File: config.mk
export PLATFORM = sky130hd
export DESIGN_NAME = dmem_arbiter
export DESIGN_NICKNAME = d
export VERILOG_FILES = /design/src/rtl/dmem_arb_pkg.sv /design/src/rtl/dmem_arb_sel.sv /design/src/rtl/dmem_arbiter.sv
export SDC_FILE = /design/constraint.sdc
export NUM_CORES = 1
export LEC_CHECK = 0
export ABC_AREA = 1
export BUFFER_PORTS_ARGS = -buffer_cell sky130_fd_sc_hd__buf_2
export CORE_MARGIN = 2
export CORE_UTILIZATION = 40
export CTS_BUF_LIST = sky130_fd_sc_hd__clkbuf_8 sky130_fd_sc_hd__clkbuf_16
export DETAILED_ROUTE_END_ITERATION = 8
export HOLD_SLACK_MARGIN = 0.1
export PLACE_DENSITY = 0.8
export SETUP_SLACK_MARGIN = 0.2
export SYNTH_ARGS = -nofsm -noshare
export SYNTH_HDL_FRONTEND = slang
export SYNTH_HIERARCHICAL = 1
export SYNTH_SLANG_ARGS = --single-unit
File: constraint.sdc
create_clock -name clk -period 7.6 [get_ports clk]
set_clock_uncertainty 0.05 [all_clocks]
set_input_delay 0 -clock clk [delete_from_list [all_inputs] [get_ports clk]]
set_output_delay 0 -clock clk [all_outputs]
set_load 0.03 [all_outputs]
File: src/rtl/dmem_arb_pkg.sv
// Shared types and constants for the two-port data-memory arbiter.
package dmem_arb_pkg;
    localparam int DMEM_ADDR_W = 21;
    localparam int DMEM_DATA_W = 32;
    localparam int DMEM_MASK_W = DMEM_DATA_W / 8;

    localparam logic PORT_CORE = 1'b0;
    localparam logic PORT_DMA  = 1'b1;

    typedef enum logic {
        IDLE,
        ACCESS
    } arb_state_e;

    typedef struct packed {
        logic                   we;
        logic [DMEM_MASK_W-1:0] mask;
        logic [DMEM_ADDR_W-1:0] addr;
        logic [DMEM_DATA_W-1:0] wdata;
        logic                   lock;
    } dmem_req_t;
endpackage

File: src/rtl/dmem_arb_sel.sv
// Two-requester grant selector: priority pointer, lock hold and burst limit.
// DMEM_ARB_RR_EN selects round-robin; otherwise port 0 has fixed priority.
module dmem_arb_sel
    import dmem_arb_pkg::*;
#(
    parameter int MAX_BURST = 4
) (
    input  logic       clk,
    input  logic       rst,
    input  logic [1:0] valid,
    input  logic       in_access,
    input  logic       enable,
    input  logic       grant_lock,
    output logic [1:0] ready,
    output logic       pick,
    output logic       accept,
    output logic       owner
);
    localparam int CNT_W = $clog2(MAX_BURST + 1);

    logic             lock_q;
    logic [CNT_W-1:0] burst_q;
    logic             at_limit;
    logic             force_rel;
    logic             pref;

`ifdef DMEM_ARB_RR_EN
    logic ptr_q;
    assign pref = ptr_q;

    always_ff @(posedge clk or posedge rst) begin
        if (rst) begin
            ptr_q <= PORT_CORE;
        end else if (accept && !grant_lock) begin
            ptr_q <= ~pick;
        end else if (force_rel) begin
            ptr_q <= ~owner;
        end
    end
`else
    assign pref = PORT_CORE;
`endif

    always_comb begin
        ready     = 2'b00;
        pick      = owner;
        at_limit  = (burst_q >= CNT_W'(MAX_BURST));
        // A full burst yields only when the other port is actually waiting.
        force_rel = in_access && lock_q && at_limit && valid[~owner];
        if (!in_access) begin
            pick = valid[pref] ? pref : ~pref;
            if (enable) begin
                ready[pick] = 1'b1;
            end
        end else if (lock_q && !force_rel) begin
            ready[owner] = 1'b1;
        end
        accept = valid[pick] && ready[pick];
    end

    always_ff @(posedge clk or posedge rst) begin
        if (rst) begin
            owner   <= PORT_CORE;
            lock_q  <= 1'b0;
            burst_q <= '0;
        end else if (accept) begin
            owner  <= pick;
            lock_q <= grant_lock;
            if (!in_access) begin
                burst_q <= grant_lock ? CNT_W'(1) : '0;
            end else begin
                burst_q <= at_limit ? CNT_W'(1) : burst_q + CNT_W'(1);
            end
        end else if (in_access) begin
            lock_q  <= 1'b0;
            burst_q <= '0;
        end
    end
endmodule

File: src/rtl/dmem_arbiter.sv
// Two-port data-memory arbiter: one-cycle ACCESS, response two cycles after accept.
// DMEM_ARB_RR_EN (in dmem_arb_sel) enables round-robin instead of fixed priority.
module dmem_arbiter
    import dmem_arb_pkg::*;
#(
    parameter int ADDR_W    = DMEM_ADDR_W,
    parameter int DATA_W    = DMEM_DATA_W,
    parameter int MAX_BURST = 4
) (
    input  logic                clk,
    input  logic                rst,
    input  logic                p0_req_valid,
    output logic                p0_req_ready,
    input  logic                p0_req_we,
    input  logic [DATA_W/8-1:0] p0_req_mask,
    input  logic [ADDR_W-1:0]   p0_req_addr,
    input  logic [DATA_W-1:0]   p0_req_wdata,
    input  logic                p0_req_lock,
    output logic                p0_rsp_valid,
    output logic [DATA_W-1:0]   p0_rsp_rdata,
    input  logic                p1_req_valid,
    output logic                p1_req_ready,
    input  logic                p1_req_we,
    input  logic [DATA_W/8-1:0] p1_req_mask,
    input  logic [ADDR_W-1:0]   p1_req_addr,
    input  logic [DATA_W-1:0]   p1_req_wdata,
    input  logic                p1_req_lock,
    output logic                p1_rsp_valid,
    output logic [DATA_W-1:0]   p1_rsp_rdata,
    output logic                mem_cs,
    output logic                mem_wr,
    output logic [DATA_W/8-1:0] mem_mask,
    output logic [ADDR_W-1:0]   mem_addr,
    output logic [DATA_W-1:0]   mem_wdata,
    input  logic [DATA_W-1:0]   mem_rdata
);
    arb_state_e            state_q, state_d;
    dmem_req_t             req0, req1, req_sel;
    logic [1:0]            ready;
    logic                  pick, accept, owner, in_access;
    logic                  ready_en_q;
    logic                  we_q;
    logic [DATA_W/8-1:0]   mask_q;

    assign req0 = '{we: p0_req_we, mask: DMEM_MASK_W'(p0_req_mask),
                    addr: DMEM_ADDR_W'(p0_req_addr), wdata: DMEM_DATA_W'(p0_req_wdata),
                    lock: p0_req_lock};
    assign req1 = '{we: p1_req_we, mask: DMEM_MASK_W'(p1_req_mask),
                    addr: DMEM_ADDR_W'(p1_req_addr), wdata: DMEM_DATA_W'(p1_req_wdata),
                    lock: p1_req_lock};
    assign req_sel   = (pick == PORT_DMA) ? req1 : req0;
    assign in_access = (state_q == ACCESS);

    dmem_arb_sel #(.MAX_BURST(MAX_BURST)) u_sel (
        .clk        (clk),
        .rst        (rst),
        .valid      ({p1_req_valid, p0_req_valid}),
        .in_access  (in_access),
        .enable     (ready_en_q),
        .grant_lock (req_sel.lock),
        .ready      (ready),
        .pick       (pick),
        .accept     (accept),
        .owner      (owner)
    );

    assign p0_req_ready = ready[PORT_CORE];
    assign p1_req_ready = ready[PORT_DMA];

    always_ff @(posedge clk or posedge rst) begin
        if (rst) begin
            state_q <= IDLE;
        end else begin
            state_q <= state_d;
        end
    end

    // mem_cs is decoded from state so an async reset drops it at once.
    always_comb begin
        state_d  = state_q;
        mem_cs   = 1'b1;
        mem_wr   = 1'b1;
        mem_mask = '0;
        case (state_q)
            IDLE: begin
                if (accept) state_d = ACCESS;
            end
            ACCESS: begin
                mem_cs   = 1'b0;
                mem_wr   = ~we_q;
                mem_mask = mask_q;
                state_d  = accept ? ACCESS : IDLE;
            end
            default: state_d = IDLE;
        endcase
    end

    always_ff @(posedge clk or posedge rst) begin
        if (rst) begin
            ready_en_q   <= 1'b0;
            we_q         <= 1'b0;
            mask_q       <= '0;
            mem_addr     <= '0;
            mem_wdata    <= '0;
            p0_rsp_valid <= 1'b0;
            p1_rsp_valid <= 1'b0;
            p0_rsp_rdata <= '0;
            p1_rsp_rdata <= '0;
        end else begin
            ready_en_q   <= 1'b1;
            p0_rsp_valid <= 1'b0;
            p1_rsp_valid <= 1'b0;
            if (accept) begin
                we_q      <= req_sel.we;
                mask_q    <= (DATA_W/8)'(req_sel.mask);
                mem_addr  <= ADDR_W'(req_sel.addr);
                mem_wdata <= DATA_W'(req_sel.wdata);
            end
            if (in_access) begin
                if (owner == PORT_DMA) begin
                    p1_rsp_valid <= 1'b1;
                    p1_rsp_rdata <= we_q ? '0 : mem_rdata;
                end else begin
                    p0_rsp_valid <= 1'b1;
                    p0_rsp_rdata <= we_q ? '0 : mem_rdata;
                end
            end
        end
    end
endmodule

# Word-level counts from Yosys, hierarchy flattened
# Cells that the tools add are included.
[totals] in_bits=154 output_inout_bits=127 elab_cells=66 register_bits=131
[classes] mux=32 bitwise_logic=2 n_addsub=1 reduce_logical=11 order_cmp=7
[op_table] cell="2-to-1 mux 59 bit" count=1
[op_table] cell="2-to-1 mux 32 bit" count=1
[op_table] cell="2-to-1 mux 1 bit" count=20
[op_table] cell="2-to-1 mux 3 bit" count=4
[op_table] cell="< comparator 1 x 2 -> 1 bit, second input constant" count=4
[op_table] cell="logical AND 1 bit" count=7
[op_table] cell="2-to-1 mux 2 bit" count=3
[op_table] cell="2-to-1 mux 4 bit" count=1
[op_table] cell="AND reduction 2 bit" count=2
[op_table] cell="adder 3 x 1 -> 3 bit, second input constant" count=1
[op_table] cell=">= comparator 3 bit, second input constant" count=1
[op_table] cell="demux 1 bit (select 1 bit)" count=2
[op_table] cell=">= comparator 1 bit, second input constant" count=2
[op_table] cell="inverter 1 bit" count=2
[op_table] cell="nonzero test 2 bit" count=1
[op_table] cell="logical NOT 1 bit" count=1

# Logic depth before layout (Yosys ltp)
[logic_depth] depth_word=12 depth_mapped=14 depth_no_buf=11

# Modules after synthesis
# Netlist, hierarchy kept.
[by_module_without_submodules] mod="dmem_arbiter" seq_area_each_um2=3153.0 cells_each=759 area_each_um2=5955.7 instances=1
[by_module_without_submodules] mod="dmem_arb_sel" seq_area_each_um2=125.1 cells_each=56 area_each_um2=382.9 instances=1

# Worst setup path after synthesis
# Ideal clock, no wire load.
[synth_timing] kind="reg2reg" start="register state_q (netlist: in_access)" end="register u_sel.burst_q[0]" t_required_ps=7432 t_arrival_ps=1749 path_buffers=3 path_slack_ps=5683 stages_incl_launch_ff=14 setup_time_ps=118 period_less_slack_ps=1917 cell_sequence="dfrtp_1 > inv_1 > nor2_1 > inv_1 > o21ai_0 > inv_1 > buf_4 > buf_6 > buf_2 > nand2_1 > nand2_1 > or2_2 > nand4_1 > nand2_1"
[synth_lines] item="start: declaration" line="dmem_arbiter.sv:37" source="arb_state_e state_q, state_d;"
[synth_lines] item="start signal: assignment" line="dmem_arbiter.sv:74" source="state_q <= state_d;"
[synth_lines] item="end signal: assignment" line="dmem_arb_sel.sv:70" source="burst_q <= grant_lock ? CNT_W'(1) : '0;"
[synth_lines] item="end signal: assignment" line="dmem_arb_sel.sv:72" source="burst_q <= at_limit ? CNT_W'(1) : burst_q + CNT_W'(1);"
[synth_lines] item="end: declaration" line="dmem_arb_sel.sv:22" source="logic [CNT_W-1:0] burst_q;"

==> impl_results.md <==
* Crit Path Category: flop to flop
* Drt wl/cell at roughly 14 um
* DP Wirelength at 11200 um
* Metal-1 WL at between 7000 and 8000 um
* Final cycle utilization of the critical path at 0.606
* Post-Syn Area at 6340 sq um
* Starting Density at 0.403
* Post-CTS Repair Setup Buffers at 0
* Flop-to-flop setup slack at around 3.0 ns
* Syn_area_per_cell at ~7.8 sq um
* Yosys top cell area share at 0.517
* Syn. warnings at 6
* Cell count after synthesis at between 800 and 900
* Cell taking the most area after synthesis: dfrtp_1
* Met2 WL at 10300 um
* CTS tree: yes
* Clock transition at the registers of the reported paths at 0.06 ns
* Worst setup EP type: flop
* Routability cong. at 0.802
* Crit-path max FO at 60
* Total CTS buffers at 17
* #FFs+latches synth at 131
* Highest metal used: met4
* CP max stage cell: inv_2
* Status: completed
* Max Freq at 217 MHz
* Vias in the first global route at 6650
* Type of the worst min-delay path: input port to asynchronous set/reset pin
* TritonRoute pass-1 iters at 5
* Slew margin rel. at 0.230
* Antenna violations before repair at 0
* Design area at ~10000 sq um
* Die area at 16900 sq um
* Met3 Wirelength at between 1500 and 2000 um
* Cell family with most CP delay: buffers and inverters
* Top post-synthesis cells by area: dfrtp_1 52%, nand2_1 21%, inv_1 8.2%
* Total Routing Usage GR at 0.236
* Crit-path cells: inv_1 > nor2_1 > inv_1 > o21ai_0 > inv_2 > buf_4 > inv_2 > nand2_1 > nand2_1 > dlygate4sd3_1 > nand3_1 > dlygate4sd3_1 > nand2_1 > dlygate4sd3_1
* Area Growth Syn to Fin at 56.1%
* DRC errors left at 0
* Post-DP Area at 7720 sq um
* Critical Path Stages at 14
* Post-CTS sizing at 0
* Share of layout cells above drive strength 1 at 0.287
* Synthesized net count at 971
* CP Buf/Inv Count at 8
* RSZ-0062 raised after global routing: no
* Register area share after synthesis at 0.517
* Routed Antenna Nets at 0
* Setup TNS at 0 ns
* Via count at 6989
* Worst-case vdd ir drop at 0.231 mV
* # diodes at 0
* Max clock buf depth at 2
* PwrDens at 401 nW/um^2
* Yosys cell types at 19
* Worst-Margin Slew at 1.15 ns
* Worst Setup SP: in_access$_DFF_PP0_
* Grt ovf at 0
* Core area at 15700 sq um
* Final setup fails at 0
* Critical R2R Launch: in_access$_DFF_PP0_
* Top-level I/O count at 281
* CP peak stage delay at 0.81 ns
* Final #Nets at ~1400
* Clock latency on the worst-skew pair at 0.40 ns
* Root Driver: clkbuf_16
* Initial DRC Count at 374
* H-tree levels at 4
* Die width at 130 um
* RR Endpoint: u_sel/lock_q$_DFFE_PP0P_
* FP Rows at 46
* Chip height at 130 um
* Max-Cap Viols at 0
* Lkg Pwr at roughly 0.0056 uW
* Fill cells at between 1000 and 1500
* # port buffers at 280
* First-pass GRT wire length at 31300 um
* Largest net degree at the start of global routing at 67
* Via density at between 4 and 5
* WL final at 20800 um
* Final hold vios at 0
* Required time of the worst setup path at 7.89 ns
* Reg2Reg Depth at 14
* Pins Over Slew Limit at 0
* Sink Count at 131
* CP arrival at 4.90 ns
* Final min period at 4.61 ns
* Startpoint types: flop
-- per-layer routing --
metal	GRT usage	up-vias
met4	0.120	0
li1	-	3275
met2	0.413	427
met1	0.266	3212
met5	0	-
met3	0.0631	75
-- report_power, final --
group / switching (uW) / total, uW / internal, uW / leakage, uW
logic: 1340 / 1950 / 611 / 0.00370
registers: 199 / 1210 / 1010 / 0.00165
clock network: 307 / 806 / 499 / 0.000292
-- logic make-up (layout without fill, tap and decap cells) --
family | after synthesis | count (layout) | share of synthesized area
flops | 131 | 131 | 0.517
fa+ha+maj | 2 | 2 | 0.00395
other cells | 1 | 1 | 0.000592
buf+inv | 185 | 616 | 0.135
compound gates | 68 | 68 | 0.0732
simple gates | 428 | 428 | 0.270
-- synth_stat cells --
cell type / count
o21ai_4: 1
nand2_1: 349
o21ai_1: 19
dfrtp_1: 131
buf_6: 14
or2_2: 1
inv_1: 138
nand3_1: 67
ha_1: 2
inv_2: 3
buf_4: 8
o21ai_2: 30
nand2_2: 5
o21ai_0: 18
buf_2: 20
nand4_1: 3
clkbuf_1: 2
conb_1: 1
nor2_1: 3
-- cells in the final DEF, fill, tap and decap left out --
| cell | instances |
|---|---|
| nand2_2 | 5 |
| nand3_1 | 67 |
| clkinvlp_4 | 2 |
| conb_1 | 1 |
| buf_2 | 280 |
| nand4_1 | 3 |
| clkbuf_16 | 17 |
| or2_2 | 1 |
| clkinv_4 | 4 |
| dfrtp_1 | 131 |
| nor2_1 | 3 |
| o21ai_0 | 18 |
| ha_1 | 2 |
| clkinv_2 | 2 |
| inv_2 | 5 |
| clkbuf_8 | 2 |
| inv_1 | 137 |
| o21ai_1 | 19 |
| o21ai_2 | 30 |
| buf_4 | 5 |
| nand2_1 | 349 |
| o21ai_4 | 1 |
| dlygate4sd3_1 | 158 |
| inv_4 | 1 |
| inv_6 | 1 |
| bufinv_16 | 2 |
-- final cells by class --
| cell class | count | area [sq um] | share of cell area |
|---|---|---|---|
| Inverter | 141 | 532 | 0.0537 |
| Timing Repair Buffer | 443 | 3020 | 0.305 |
| Tap cell | 216 | 270 | 0.0273 |
| Sequential cell | 131 | 3280 | 0.331 |
| Clock buffer | 19 | 453 | 0.0458 |
| Multi-Input combinational cell | 499 | 2210 | 0.223 |
| Clock inverter | 13 | 136 | 0.0138 |
-- sequential cells by signal, summed over array words and instances, names as in the netlist --
signal,count
in_access,1
mask_q,4
mem_addr,21
mem_wdata,32
p0_rsp_rdata,32
p0_rsp_valid,1
p1_rsp_rdata,32
p1_rsp_valid,1
ready_en_q,1
u_sel/burst_q,3
u_sel/lock_q,1
u_sel/owner,1
we_q,1
-- metrics by stage --
stage	hold slack (ns)	setup WS [ns]	total power (uW)	instances	util
2_1_floorplan	-0.271	4.19	2470	815	-
3_3_place_gp	-0.104	4.62	2920	1272	0.492
3_5_place_dp	-0.107	4.56	2950	1272	0.492
4_1_cts	0.265	3.11	3920	1462	0.630
5_1_grt	0.326	2.71	4200	1462	0.630
6_report	0.206	2.99	3970	1462	0.630
-- worst max path at each step --
stage / slack [ns] / endpoint
global route: 2.71 / u_sel/lock_q$_DFFE_PP0P_
CTS: 3.11 / u_sel/lock_q$_DFFE_PP0P_
finish: 2.99 / u_sel/lock_q$_DFFE_PP0P_
floorplan: 4.19 / in_access$_DFF_PP0_
detailed placement: 4.56 / u_sel/burst_q[0]$_DFFE_PP0P_
global placement: 4.62 / u_sel/burst_q[0]$_DFFE_PP0P_
-- worst min-delay path, stage by stage --
cell,delay (ns)
dlygate4sd3_1,0.53
buf_2,0.14
inv_4,0.50
-- timing repair --
item | 4_1_cts | 5_1_grt
hold buffers | 158 | 0
endpoints found under the setup margin | 0 | 0
endpoints found under the hold margin | 192 | 0
Power figures use the tool's default switching activity.
